--- src/rtl/trap_sequencer_if.sv ---
// Fetch redirect handshake between the trap sequencer and the fetch unit.
interface trap_sequencer_if;
    logic        jmp_valid;
    logic [29:0] jmp_adr;
    logic        jmp_ack;

    modport master (
        output jmp_valid,
        output jmp_adr,
        input  jmp_ack
    );

    modport slave (
        input  jmp_valid,
        input  jmp_adr,
        output jmp_ack
    );
endinterface

--- src/rtl/trap_sequencer.sv ---
// M-mode trap sequencer: orders exceptions, mret and interrupts, drains the pipe.
// Define TRAP_VECTORED_EN for vectored interrupt targets (mtvec + cause).
module trap_sequencer (
    input  logic                    clk,
    input  logic                    rst_n,
    input  logic                    ext_irq,
    input  logic                    timer_irq,
    input  logic                    soft_irq,
    input  logic                    csr_meie,
    input  logic                    csr_mtie,
    input  logic                    csr_msie,
    input  logic                    csr_mstatus_mie,
    input  logic [29:0]             csr_mtvec_ex,
    input  logic [29:0]             csr_mepc_ex,
    input  logic                    cpu_stat_ex,
    input  logic                    illegal_ops_ex,
    input  logic                    cmd_ecall_ex,
    input  logic                    cmd_mret_ex,
    input  logic                    pipe_idle,
    output logic                    stall_req,
    output logic                    flush_req,
    output logic                    g_interrupt,
    output logic                    g_exception,
    output logic [1:0]              g_interrupt_priv,
    output logic [1:0]              g_current_priv,
    output logic [4:0]              trap_cause,
    trap_sequencer_if.master        rd
);

    typedef enum logic [1:0] {
        S_IDLE,
        S_DRAIN,
        S_ENTRY,
        S_REDIRECT
    } state_e;

    state_e      state_q, state_d;
    logic [4:0]  trap_cause_q, trap_cause_d;
    logic [29:0] jmp_adr_q, jmp_adr_d;
    logic        jmp_valid;

    logic        pend_ext, pend_soft, pend_tim, take;
    logic        exc, mret;
    logic [4:0]  exc_cause, irq_cause;
    logic [29:0] irq_target;

    assign pend_ext  = ext_irq & csr_meie;
    assign pend_soft = soft_irq & csr_msie;
    assign pend_tim  = timer_irq & csr_mtie;
    assign take      = csr_mstatus_mie & (pend_ext | pend_soft | pend_tim);

    assign exc  = cpu_stat_ex & (illegal_ops_ex | cmd_ecall_ex);
    assign mret = cpu_stat_ex & cmd_mret_ex;

    assign exc_cause = illegal_ops_ex ? 5'd2 : 5'd11;
    assign irq_cause = pend_ext  ? 5'd11 :
                       pend_soft ? 5'd3  : 5'd7;

`ifdef TRAP_VECTORED_EN
    assign irq_target = csr_mtvec_ex + {25'd0, trap_cause_q};
`else
    assign irq_target = csr_mtvec_ex;
`endif

    always_comb begin
        state_d      = state_q;
        trap_cause_d = trap_cause_q;
        jmp_adr_d    = jmp_adr_q;
        stall_req    = 1'b0;
        flush_req    = 1'b0;
        g_interrupt  = 1'b0;
        g_exception  = 1'b0;
        jmp_valid    = 1'b0;
        unique case (state_q)
            S_IDLE: begin
                if (exc) begin
                    g_exception  = 1'b1;
                    flush_req    = 1'b1;
                    jmp_adr_d    = csr_mtvec_ex;
                    trap_cause_d = exc_cause;
                    state_d      = S_REDIRECT;
                end else if (mret) begin
                    flush_req = 1'b1;
                    jmp_adr_d = csr_mepc_ex;
                    state_d   = S_REDIRECT;
                end else if (take) begin
                    trap_cause_d = irq_cause;
                    state_d      = S_DRAIN;
                end
            end
            S_DRAIN: begin
                stall_req = 1'b1;
                if (exc) begin
                    g_exception  = 1'b1;
                    flush_req    = 1'b1;
                    jmp_adr_d    = csr_mtvec_ex;
                    trap_cause_d = exc_cause;
                    state_d      = S_REDIRECT;
                end else if (!take) begin
                    state_d = S_IDLE;
                end else begin
                    // keep tracking the winner until the pipe is quiet
                    trap_cause_d = irq_cause;
                    if (pipe_idle) state_d = S_ENTRY;
                end
            end
            S_ENTRY: begin
                g_interrupt = 1'b1;
                flush_req   = 1'b1;
                stall_req   = 1'b1;
                jmp_adr_d   = irq_target;
                state_d     = S_REDIRECT;
            end
            S_REDIRECT: begin
                jmp_valid = 1'b1;
                stall_req = 1'b1;
                if (rd.jmp_ack) state_d = S_IDLE;
            end
            default: state_d = S_IDLE;
        endcase
        // IDLE decodes are combinational; hold them quiet during reset
        if (!rst_n) begin
            stall_req   = 1'b0;
            flush_req   = 1'b0;
            g_interrupt = 1'b0;
            g_exception = 1'b0;
            jmp_valid   = 1'b0;
        end
    end

    always_ff @(posedge clk or negedge rst_n) begin
        if (!rst_n) begin
            state_q      <= S_IDLE;
            trap_cause_q <= 5'd0;
            jmp_adr_q    <= 30'd0;
        end else begin
            state_q      <= state_d;
            trap_cause_q <= trap_cause_d;
            jmp_adr_q    <= jmp_adr_d;
        end
    end

    assign trap_cause       = trap_cause_q;
    assign rd.jmp_adr       = jmp_adr_q;
    assign rd.jmp_valid     = jmp_valid;
    assign g_interrupt_priv = 2'b11;
    assign g_current_priv   = 2'b11;

endmodule

--- src/flat_wrapper.sv ---
// flat-port wrapper written by rule: the top's interface ports become plain ports
module trap_sequencer_flat 
  (clk, rst_n, ext_irq, timer_irq, soft_irq, csr_meie, csr_mtie, csr_msie, csr_mstatus_mie, csr_mtvec_ex, csr_mepc_ex, cpu_stat_ex, illegal_ops_ex, cmd_ecall_ex, cmd_mret_ex, pipe_idle, stall_req, flush_req, g_interrupt, g_exception, g_interrupt_priv, g_current_priv, trap_cause, rd_jmp_valid, rd_jmp_adr, rd_jmp_ack);
  trap_sequencer_if rd_i ();
  input  logic clk;
  input  logic rst_n;
  input  logic ext_irq;
  input  logic timer_irq;
  input  logic soft_irq;
  input  logic csr_meie;
  input  logic csr_mtie;
  input  logic csr_msie;
  input  logic csr_mstatus_mie;
  input  logic [29:0] csr_mtvec_ex;
  input  logic [29:0] csr_mepc_ex;
  input  logic cpu_stat_ex;
  input  logic illegal_ops_ex;
  input  logic cmd_ecall_ex;
  input  logic cmd_mret_ex;
  input  logic pipe_idle;
  output logic stall_req;
  output logic flush_req;
  output logic g_interrupt;
  output logic g_exception;
  output logic [1:0] g_interrupt_priv;
  output logic [1:0] g_current_priv;
  output logic [4:0] trap_cause;
  output wire logic [$bits(rd_i.jmp_valid)-1:0] rd_jmp_valid;
  output wire logic [$bits(rd_i.jmp_adr)-1:0] rd_jmp_adr;
  input wire logic [$bits(rd_i.jmp_ack)-1:0] rd_jmp_ack;
  assign rd_jmp_valid = rd_i.jmp_valid;
  assign rd_jmp_adr = rd_i.jmp_adr;
  assign rd_i.jmp_ack = rd_jmp_ack;
  trap_sequencer u_core (.clk(clk), .rst_n(rst_n), .ext_irq(ext_irq), .timer_irq(timer_irq), .soft_irq(soft_irq), .csr_meie(csr_meie), .csr_mtie(csr_mtie), .csr_msie(csr_msie), .csr_mstatus_mie(csr_mstatus_mie), .csr_mtvec_ex(csr_mtvec_ex), .csr_mepc_ex(csr_mepc_ex), .cpu_stat_ex(cpu_stat_ex), .illegal_ops_ex(illegal_ops_ex), .cmd_ecall_ex(cmd_ecall_ex), .cmd_mret_ex(cmd_mret_ex), .pipe_idle(pipe_idle), .stall_req(stall_req), .flush_req(flush_req), .g_interrupt(g_interrupt), .g_exception(g_exception), .g_interrupt_priv(g_interrupt_priv), .g_current_priv(g_current_priv), .trap_cause(trap_cause), .rd(rd_i));
endmodule
--- config.mk ---
export PLATFORM = sky130hd
export DESIGN_NAME = trap_sequencer_flat
export DESIGN_NICKNAME = d
export VERILOG_FILES = /design/src/rtl/trap_sequencer_if.sv /design/src/rtl/trap_sequencer.sv /design/src/flat_wrapper.sv
export SDC_FILE = /design/constraint.sdc
export NUM_CORES = 1
export LEC_CHECK = 0
export CAP_MARGIN = 20
export CORE_ASPECT_RATIO = 1.75
export CORE_MARGIN = 4
export CORE_UTILIZATION = 41
export DETAILED_ROUTE_END_ITERATION = 10
export GPL_ROUTABILITY_DRIVEN = 0
export GPL_TIMING_DRIVEN = 0
export PLACE_DENSITY = 0.92
export SYNTH_ARGS = -nofsm -noshare
export SYNTH_HDL_FRONTEND = slang
export SYNTH_SLANG_ARGS = --single-unit
--- constraint.sdc ---
create_clock -name clk -period 2.8 [get_ports clk]
set_input_delay 0.28 -clock clk [delete_from_list [all_inputs] [get_ports clk]]
set_output_delay 0.28 -clock clk [all_outputs]
set_load 0.05 [all_outputs]
* Word level (Yosys, flattened, before mapping)
Cells that the tools add are included.
** Storage, ports and cells
- Register bits after elaboration :: 37
- Input bits :: 75
- Output and inout bits :: 44
- Word-level logic and storage cells :: 62
** Operators by class
- Eq/ne operators :: 9
- Multiplexer cells :: 33
- Bitwise logic cells :: 9
- Reduce and logical (&&, ||, !) cells :: 8
** Operators with widths (count)
- two-way mux 30 bit :: 3
- one-hot mux 30 bit (3 select lines) :: 1
- two-way mux 5 bit :: 5
- two-way mux 2 bit :: 7
- two-way mux 1 bit :: 12
- one-hot mux 5 bit (2 select lines) :: 1
- one-hot mux 2 bit (4 select lines) :: 1
- AND 1 bit :: 6
- AND reduction 3 bit :: 2
- equality test 2 bit (second input constant) :: 2
- two-way mux 4 bit :: 1
- != test 4 x 1 -> 1 bit (second input constant) :: 1
- != test 4 bit (second input constant) :: 1
- two-way mux 3 bit :: 1
- != test 3 x 1 -> 1 bit (second input constant) :: 1
- != test 3 x 2 -> 1 bit (second input constant) :: 1
- bitwise OR 1 bit :: 3
- one-hot mux 1 bit (3 select lines) :: 1
- nonzero test 3 bit :: 1
- OR reduction 3 bit :: 1
- equality test 2 x 1 -> 1 bit (second input constant) :: 1
- zero test 2 bit :: 1
- != test 2 x 1 -> 1 bit (second input constant) :: 1
- != test 2 bit (second input constant) :: 1
- other kinds (3) :: 3

* Logic depth before layout (Yosys ltp)
Gate-level depths: netlist (run 1).
- Depth in word-level cells :: 8
- Gate-level depth with buffers :: 6
- Gate-level depth less buffers :: 6

* Worst setup path after synthesis (run 1)
Ideal clock, no wire load.
- Kind :: reg-to-output
- From :: register u_core.state_q[0]
- To :: output g_exception
- Arrival :: 1.999 ns
- Data required time :: 2.520 ns
- Setup slack :: 0.521 ns
- Stages on the path, launching flop included :: 5
- Buffers on the path :: 0
- Cell sequence :: dfrtp_1 > inv_1 > ha_1 > nor2_1 > nor3b_1
** On the way
- Cells in the longest elaborated chain, start to end :: 4
- Elaborated cells on any way between the ends :: 5
- Those cells by class :: 1 x eq/ne; 2 x mux; 2 x reduce/logical
** RTL lines
- from (decl) :: line trap_sequencer.sv:37 : state_e state_q, state_d;
- from (signal assigned) :: line trap_sequencer.sv:137 : state_q <= state_d;
- equality test 2 x 1 -> 1 bit / zero test 2 bit (equally long branches) :: line trap_sequencer.sv:74 : unique case (state_q)
- OR reduction 2 bit (no source line) *
- two-way mux 1 bit *
- two-way mux 1 bit * :: line trap_sequencer.sv:122 : if (!rst_n) begin
- to (decl) :: line flat_wrapper.sv:24 : output logic g_exception;
Every way passes the cells marked *; elsewhere a longest branch is shown, timed or not.

* Final worst setup path (run 1)
- From :: input cpu_stat_ex
- To :: output flush_req
** On the way
- Cells in the longest elaborated chain, start to end :: 5
- Elaborated cells on any way between the ends :: 7
- Those cells by class :: 5 x mux; 2 x bitwise
** RTL lines
- from (decl) :: line flat_wrapper.sv:16 : input logic cpu_stat_ex;
- AND 1 bit :: line trap_sequencer.sv:53 : assign mret = cpu_stat_ex & cmd_mret_ex;
- two-way mux 1 bit :: line trap_sequencer.sv:82 : end else if (mret) begin
- two-way mux 1 bit :: line trap_sequencer.sv:76 : if (exc) begin
- one-hot mux 1 bit (3 select lines) * :: line trap_sequencer.sv:74
- two-way mux 1 bit * :: line trap_sequencer.sv:122
- to (decl) :: line flat_wrapper.sv:22 : output logic flush_req;
Marks and branches as above.

==> impl_results.md, run 1 <==
* Status: completed
* Number of flops mapped to enable cells by yosys at 0
* Pint at 2.25 mW
* Cell area power density at between 1000 and 1500 nW/um^2
* Root Buffer: clkbuf_8
* Cell variety after synth at 31
* Fmax at just under 400 MHz
* CTS tree: yes
* Worst-path clk slew at approximately 0.070 ns
* Final Hold Fails at 0
* Final setup violation count at 0
* R2r startpoint: u_core.state_q[0]
* RSZ-0062 raised after global routing: false
* DR DRC count at 0
* Final worst setup slack at between 0.2 and 0.25 ns
* Register area share after synthesis at 44.4%
* FF-to-FF path depth at 6
* DRT Pass-1 Iters at 4
* Worst setup path class: in -> out
* Vias at about 1700
* Std cell rows at 33
* I/O pins at between 100 and 150
* Worst Hold Margin at between 0.1 and 0.15 ns
* Share of layout cells above drive strength 1 at between 20 and 30%
* Final slew viol count at 0
* Final worst-path cycle share at 91.1%
* Fill count at 381
* Worst slew pin tran at roughly 0.86 ns
* Hold Crit Class: in -> async
* Largest net degree at the start of global routing at 42
* Pre-CTS setup slack at 0.250 ns
* NetSw at between 1.5 and 2 mW
* Mapped cell area at slightly above 2000 um^2
* RR Endpoint: u_core.rd.jmp_adr[21]
* Tot Pwr at between 4 and 5 mW
* Syn-to-layout area delta at 63.8%
* Final Critical Period at about 2.6 ns
* Core area at 4750 um^2
* Sequential share of power at between 20 and 25%
* Ys flop type: dfrtp_1
* Antenna Violating Nets Remaining at 0
* CTS Buf Count at 5
* Post-Route WL at 5240 um
* Max-Cap Viols at 0
* DP HPWL at 4370 um
* Area of the multi-input gates at roughly 1000 um^2
* Vias in the first global route at roughly 1800
* # Post-CTS Setup Buffers at 0
* Via density at 5.03
* Reg area at around 900 um^2
* Part of the power in the clock network at around 8.8%
* Slew margin rel. at 42.9%
* Combinational share of power at a little under 70%
* Die Area at around 6200 um^2
* Crit-path max FO at 6
* # diodes at 0
* Global-route usage over all layers at roughly 17%
* Post-synth ARST share at 100%
* Critical path startpoint category: primary input
* Flops & latches, synth at 36
* Clock sink count at 36
* Hold_buf cts at 0
* Max VDD drop at about 0.76 mV
* Leak at roughly 1.4 nW
* Resized cells post-CTS at 0
* IO Port Bufs at roughly 110
* Width of the die at slightly above 60 um
* Yosys warns at 0
* Worst Setup End Kind: primary output
* Syn Inst Count at around 160
* Max H-tree Level at 2
* Final #Nets at 360
* Avg WL per Cell at approximately 16 um
* Synth Area per Inst at roughly 13 um^2
* Worst Path Required at 2.52 ns
* Clk buf depth at 2
* Drt initial violations at 44
* Register-to-register setup slack at between 0.8 and 0.9 ns
* Post-Route Skew at roughly 0.0041 ns
* Setup TNS at 0 ns
* Crit path DAT at 2.27 ns
* Overflow after GRT at 0
* Initial Utilization at between 40% and 50%
* Sw frac at 45.9%
* Die Y at 101 um
* Final Instance Area at ~3300 um^2
* Antenna violations before repair at 0
* Placed cell areas at roughly 3200 um^2
* Clk Latency, worst-skew pair at approximately 0.27 ns
* Global-route wire length before repair at roughly 8100 um
[synth_stat cells (2+ instances only)]
cell,number,area (um^2)
and2_1,2,12.5
a21oi_1,4,20.0
buf_6,3,33.8
mux2_1,5,56.3
nor3_1,3,15.0
mux2_2,60,676
conb_1,2,7.51
buf_4,5,37.5
nand2_1,2,7.51
inv_1,4,15.0
a31oi_1,3,18.8
dfrtp_1,36,901
buf_2,3,15.0
nor2b_1,2,12.5
ha_1,6,75.1
[worst max-delay path, stage by stage]
cell and delay [ns]:
clkdlybuf4s50_1 0.57, o21a_2 0.25, a21oi_1 0.08, a21oi_1 0.14, o211a_1 0.15, clkdlybuf4s50_1 0.81
[stage by stage]
stage | utilization [%] | std cells
2_1_floorplan | - | 159
3_3_place_gp | 68.2 | 324
3_5_place_dp | 68.1 | 324
4_1_cts | 70.1 | 332
5_1_grt | 70.1 | 332
6_report | 70.1 | 332
[flip-flops by register name, summed over array words and instances, names as in the netlist]
name,flops
u_core.rd.jmp_adr,30
u_core.state_q,2
u_core.trap_cause,4
[worst max path at each step]
stage | start | to | slack [ns] | cells after the start
detailed placement | cpu_stat_ex | flush_req | 0.25 | 6
global placement | rst_n | g_exception | -0.62 | 3
global route | u_core.state_q[1] | flush_req | 0.12 | 6
CTS | u_core.state_q[1] | flush_req | 0.23 | 6
finish | cpu_stat_ex | flush_req | 0.25 | 6
floorplan | u_core.state_q[0] | g_exception | 0.52 | 4
[area by class of cell]
| class | count | share of cell area, % |
|---|---|---|
| Buffer | 11 | 2.59 |
| Clock buffer | 7 | 2.59 |
| Clock inverter | 1 | 0.226 |
| Inverter | 4 | 0.451 |
| Multi-Input combinational cell | 108 | 31.3 |
| Sequential cell | 36 | 27.1 |
| Tap cell | 52 | 1.96 |
| Timing Repair Buffer | 113 | 33.8 |
[cell usage in the layout, fill, tap and decap left out, types with 2 or more instances in the layout]
| cell type | n |
|---|---|
| clkdlybuf4s50_1 | 112 |
| buf_2 | 4 |
| a31oi_1 | 3 |
| nor3_1 | 3 |
| inv_1 | 4 |
| mux2_1 | 5 |
| clkbuf_8 | 6 |
| buf_6 | 3 |
| and2_1 | 2 |
| mux2_2 | 60 |
| dfrtp_1 | 36 |
| ha_1 | 6 |
| conb_1 | 5 |
| buf_4 | 5 |
| nor2b_1 | 2 |
| nand2_1 | 2 |
| a21oi_1 | 4 |
[per-layer routing]
| metal | wire, um | track usage, % | vias up |
|---|---|---|---|
| met5 | 0 | 0 | - |
| met4 | 39 | 3.84 | 0 |
| met3 | 419 | 4.74 | 4 |
| met2 | 3160 | 35.4 | 66 |
| met1 | 1620 | 15.8 | 799 |
| li1 | - | - | 802 |
[kinds of logic after synthesis]
kind of cell	after synthesis	synth area share, %
buffers and inverters	15	4.99
flip-flops	36	44.4
AO/OA/AOI/OAI	17	6.22
AND/OR/NAND/NOR	14	3.82
adder cells (fa/ha/maj)	6	3.70
multiplexers	66	36.5
other	2	0.370
[power groups by stage]
stage                     combinational, mW  clock [mW]  sequential [mW]
final                                  2.87       0.368            0.922
after global routing                   3.04       0.406            0.952
after CTS                              2.91       0.384            0.926
after detailed placement               2.91           0            0.937
after global placement                 2.87           0            0.916
after floorplan                        1.18           0             1.78
(Power assumes the default switching activity.)
==> run 2, diff against run 1 <==
PLACE_DENSITY = 0.85   (was 0.92)
==> run 2 against run 1 <==
Net effect:
- sequential power about the same
- global-route usage down 0.37 points
- core utilization rose by 0.69 points
- sequential share of layout area is 0.26 points lower
- critical path type is now reg -> out
- critical path depth unchanged
- routed wire length grew 0.59%
==> impl_results.md, run 2 (same netlist as run 1, synthesis figures left out) <==
* Root Buffer: clkbuf_8 (unchanged)
* CP bufs+invs at 2 (unchanged)
* Clk buf depth at 2 (unchanged)
* Post-Route WL at 5270 um (was 5240 um)
* Vias in the first global route at 1782 (was 1838)
* Share of layout cells above drive strength 1 at 30.0% (was 29.6%)
* Initial Utilization at 42.8% (unchanged)
* Leak at 1.38 nW (was 1.36 nW)
* CTS Buf Count at 5 (unchanged)
* Delay-heaviest family, CP: buffers and inverters (unchanged)
* Post-Route Skew at 0.00647 ns (was 0.00406 ns)
* Resized cells post-CTS at 0 (unchanged)
* Worst-path cell chain: inv_1 > ha_1 > a21oi_1 > a21oi_1 > o211a_1 > clkdlybuf4s50_1 (was clkdlybuf4s50_1 > o21a_2 > a21oi_1 > a21oi_1 > o211a_1 > clkdlybuf4s50_1)
* Die Y at 101 um (unchanged)
* Cell area power density at 1280 nW/um^2 (was 1250 nW/um^2)
* Max reg flops at 30 (unchanged)
* Global-route wire length before repair at 7850 um (was 8140 um)
* Worst slew pin tran at 0.836 ns (was 0.856 ns)
* RSZ-0062 raised after global routing: false (unchanged)
* Final setup violation count at 0 (unchanged)
* Most numerous cell on the critical path: a21oi_1
* Global-route usage over all layers at 17.1% (was 17.4%)
* DRT Pass-1 Iters at 4 (unchanged)
* Hold_buf cts at 0 (unchanged)
* Slowest library cell on the worst path: clkdlybuf4s50_1 (unchanged)
* Final core occ at 70.8% (was 70.1%)
* Most frequent cells in the layout: 112 x clkdlybuf4s50_1, 60 x mux2_2, 36 x dfrtp_1 (unchanged)
* Crit path DAT at 2.26 ns (was 2.27 ns)
* Clk Latency, worst-skew pair at 0.28 ns (was 0.27 ns)
* Overflow after GRT at 0 (unchanged)
* Worst-path clk slew at 0.07 ns (about the same)
* Worst setup path class: reg -> out (was in -> out)
* Hold Crit Class: in -> async (unchanged)
* Avg WL per Cell at 15.9 um (was 15.8 um)
* # diodes at 0 (unchanged)
* Crit-path max FO at 6 (unchanged)
* Drt initial violations at 38 (was 44)
* Post-Layout Cell Count at 332 (unchanged)
* Antenna Violating Nets Remaining at 0 (unchanged)
* Final worst-path cycle share at 90.6% (was 91.1%)
* RR Endpoint: u_core.rd.jmp_adr[20] (was u_core.rd.jmp_adr[21])
* Worst Setup End Kind: primary output (unchanged)
* Placed cell areas at 3230 um^2 (unchanged)
* Largest net degree at the start of global routing at 42 (unchanged)
* Clock sink count at 36 (unchanged)
* I/O pins at 119 (unchanged)
* Final slew viol count at 0 (unchanged)
* # Post-CTS Setup Buffers at 0 (unchanged)
* Die Area at 6190 um^2 (unchanged)
* Status: completed (unchanged)
* Max H-tree Level at 2 (unchanged)
* Worst Path Required at 2.52 ns (about the same)
* Most common cell after layout, fill and taps aside: clkdlybuf4s50_1 (unchanged)
* Vias at 1681 (was 1671)
* Antenna violations before repair at 0 (unchanged)
* Final Instance Area at 3360 um^2 (was 3330 um^2)
* CTS tree: yes (unchanged)
* Slew margin rel. at 44.3% (was 42.9%)
* Critical path startpoint category: register (was primary input)
* Final #Nets at 360 (unchanged)
* Via density at 5.06 (was 5.03)
* FF-to-FF path depth at 6 (unchanged)
* Width of the die at 61.2 um (unchanged)
* Core area at 4750 um^2 (unchanged)
* R2r startpoint: u_core.state_q[1] (was u_core.state_q[0])
* Inst Count DP at 324 (unchanged)
* Max VDD drop at 0.871 mV (was 0.760 mV)
* Register-to-register setup slack at 0.84 ns (about the same)
* CP max stage delay at 0.80 ns (was 0.81 ns)
* IO Port Bufs at 113 (unchanged)
* DP HPWL at 4280 um (was 4370 um)
* Std cell rows at 33 (unchanged)
* Max-Cap Viols at 0 (unchanged)
* Fmax at 394 MHz (was 392 MHz)
* Final Critical Period at 2.54 ns (was 2.55 ns)
* Final Hold Fails at 0 (unchanged)
* Worst Hold Margin at 0.0981 ns (was 0.111 ns)
* DR DRC count at 0 (unchanged)
* Syn-to-layout area delta at 65.4% (was 63.8%)
## run 2: cell types whose count changed in the layout (fill, tap and decap cells not counted), sizes merged
cell and delta:
bufinv +1, clkinvlp -1
## run 2: how the worst max path moves through the flow
stage | start | cells past startpoint | slack (ns) | to
floorplan | u_core.state_q[0] | 4 | 0.52 | g_exception
global placement | rst_n | 3 | -0.65 | g_exception
detailed placement | cpu_stat_ex | 6 | 0.26 | flush_req
CTS | u_core.state_q[1] | 6 | 0.23 | flush_req
global route | u_core.state_q[1] | 6 | 0.12 | flush_req
finish | u_core.state_q[1] | 6 | 0.26 | flush_req
## run 2: per-stage QoR
step,setup WS [ns],power (mW),setup TNS [ns]
after floorplan,0.521,2.96,0
after global placement,-0.650,3.81,-2.99
after detailed placement,0.258,3.85,0
after CTS,0.235,4.36,0
after global routing,0.116,4.53,0
final,0.263,4.30,0
## run 2: report_power, final
| part | internal (mW) | total (mW) | switching, mW |
|---|---|---|---|
| registers | 0.791 | 0.921 | 0.130 |
| logic | 1.26 | 2.89 | 1.63 |
| clock network | 0.314 | 0.488 | 0.174 |
## run 2: cell type report
| type | instances | area, um^2 |
|---|---|---|
| clock buffer | 7 | 96.3 |
| sequential | 36 | 901 |
| buffer | 11 | 86.3 |
| timing repair buffer | 113 | 1130 |
| multi-input combinational | 108 | 1040 |
| fill | 366 | 1390 |
| inverter | 4 | 15.0 |
| clock inverter | 1 | 30.0 |
| tap | 52 | 65.1 |
## run 2: layer usage
metal / vias to the layer above / GRT usage (%) / wire, um
met3: 7 / 3.85 / 384
met4: 0 / 6.84 / 82
met2: 60 / 33.5 / 3180
met1: 812 / 15.6 / 1630
li1: 802 / - / -
met5: - / 0 / 0
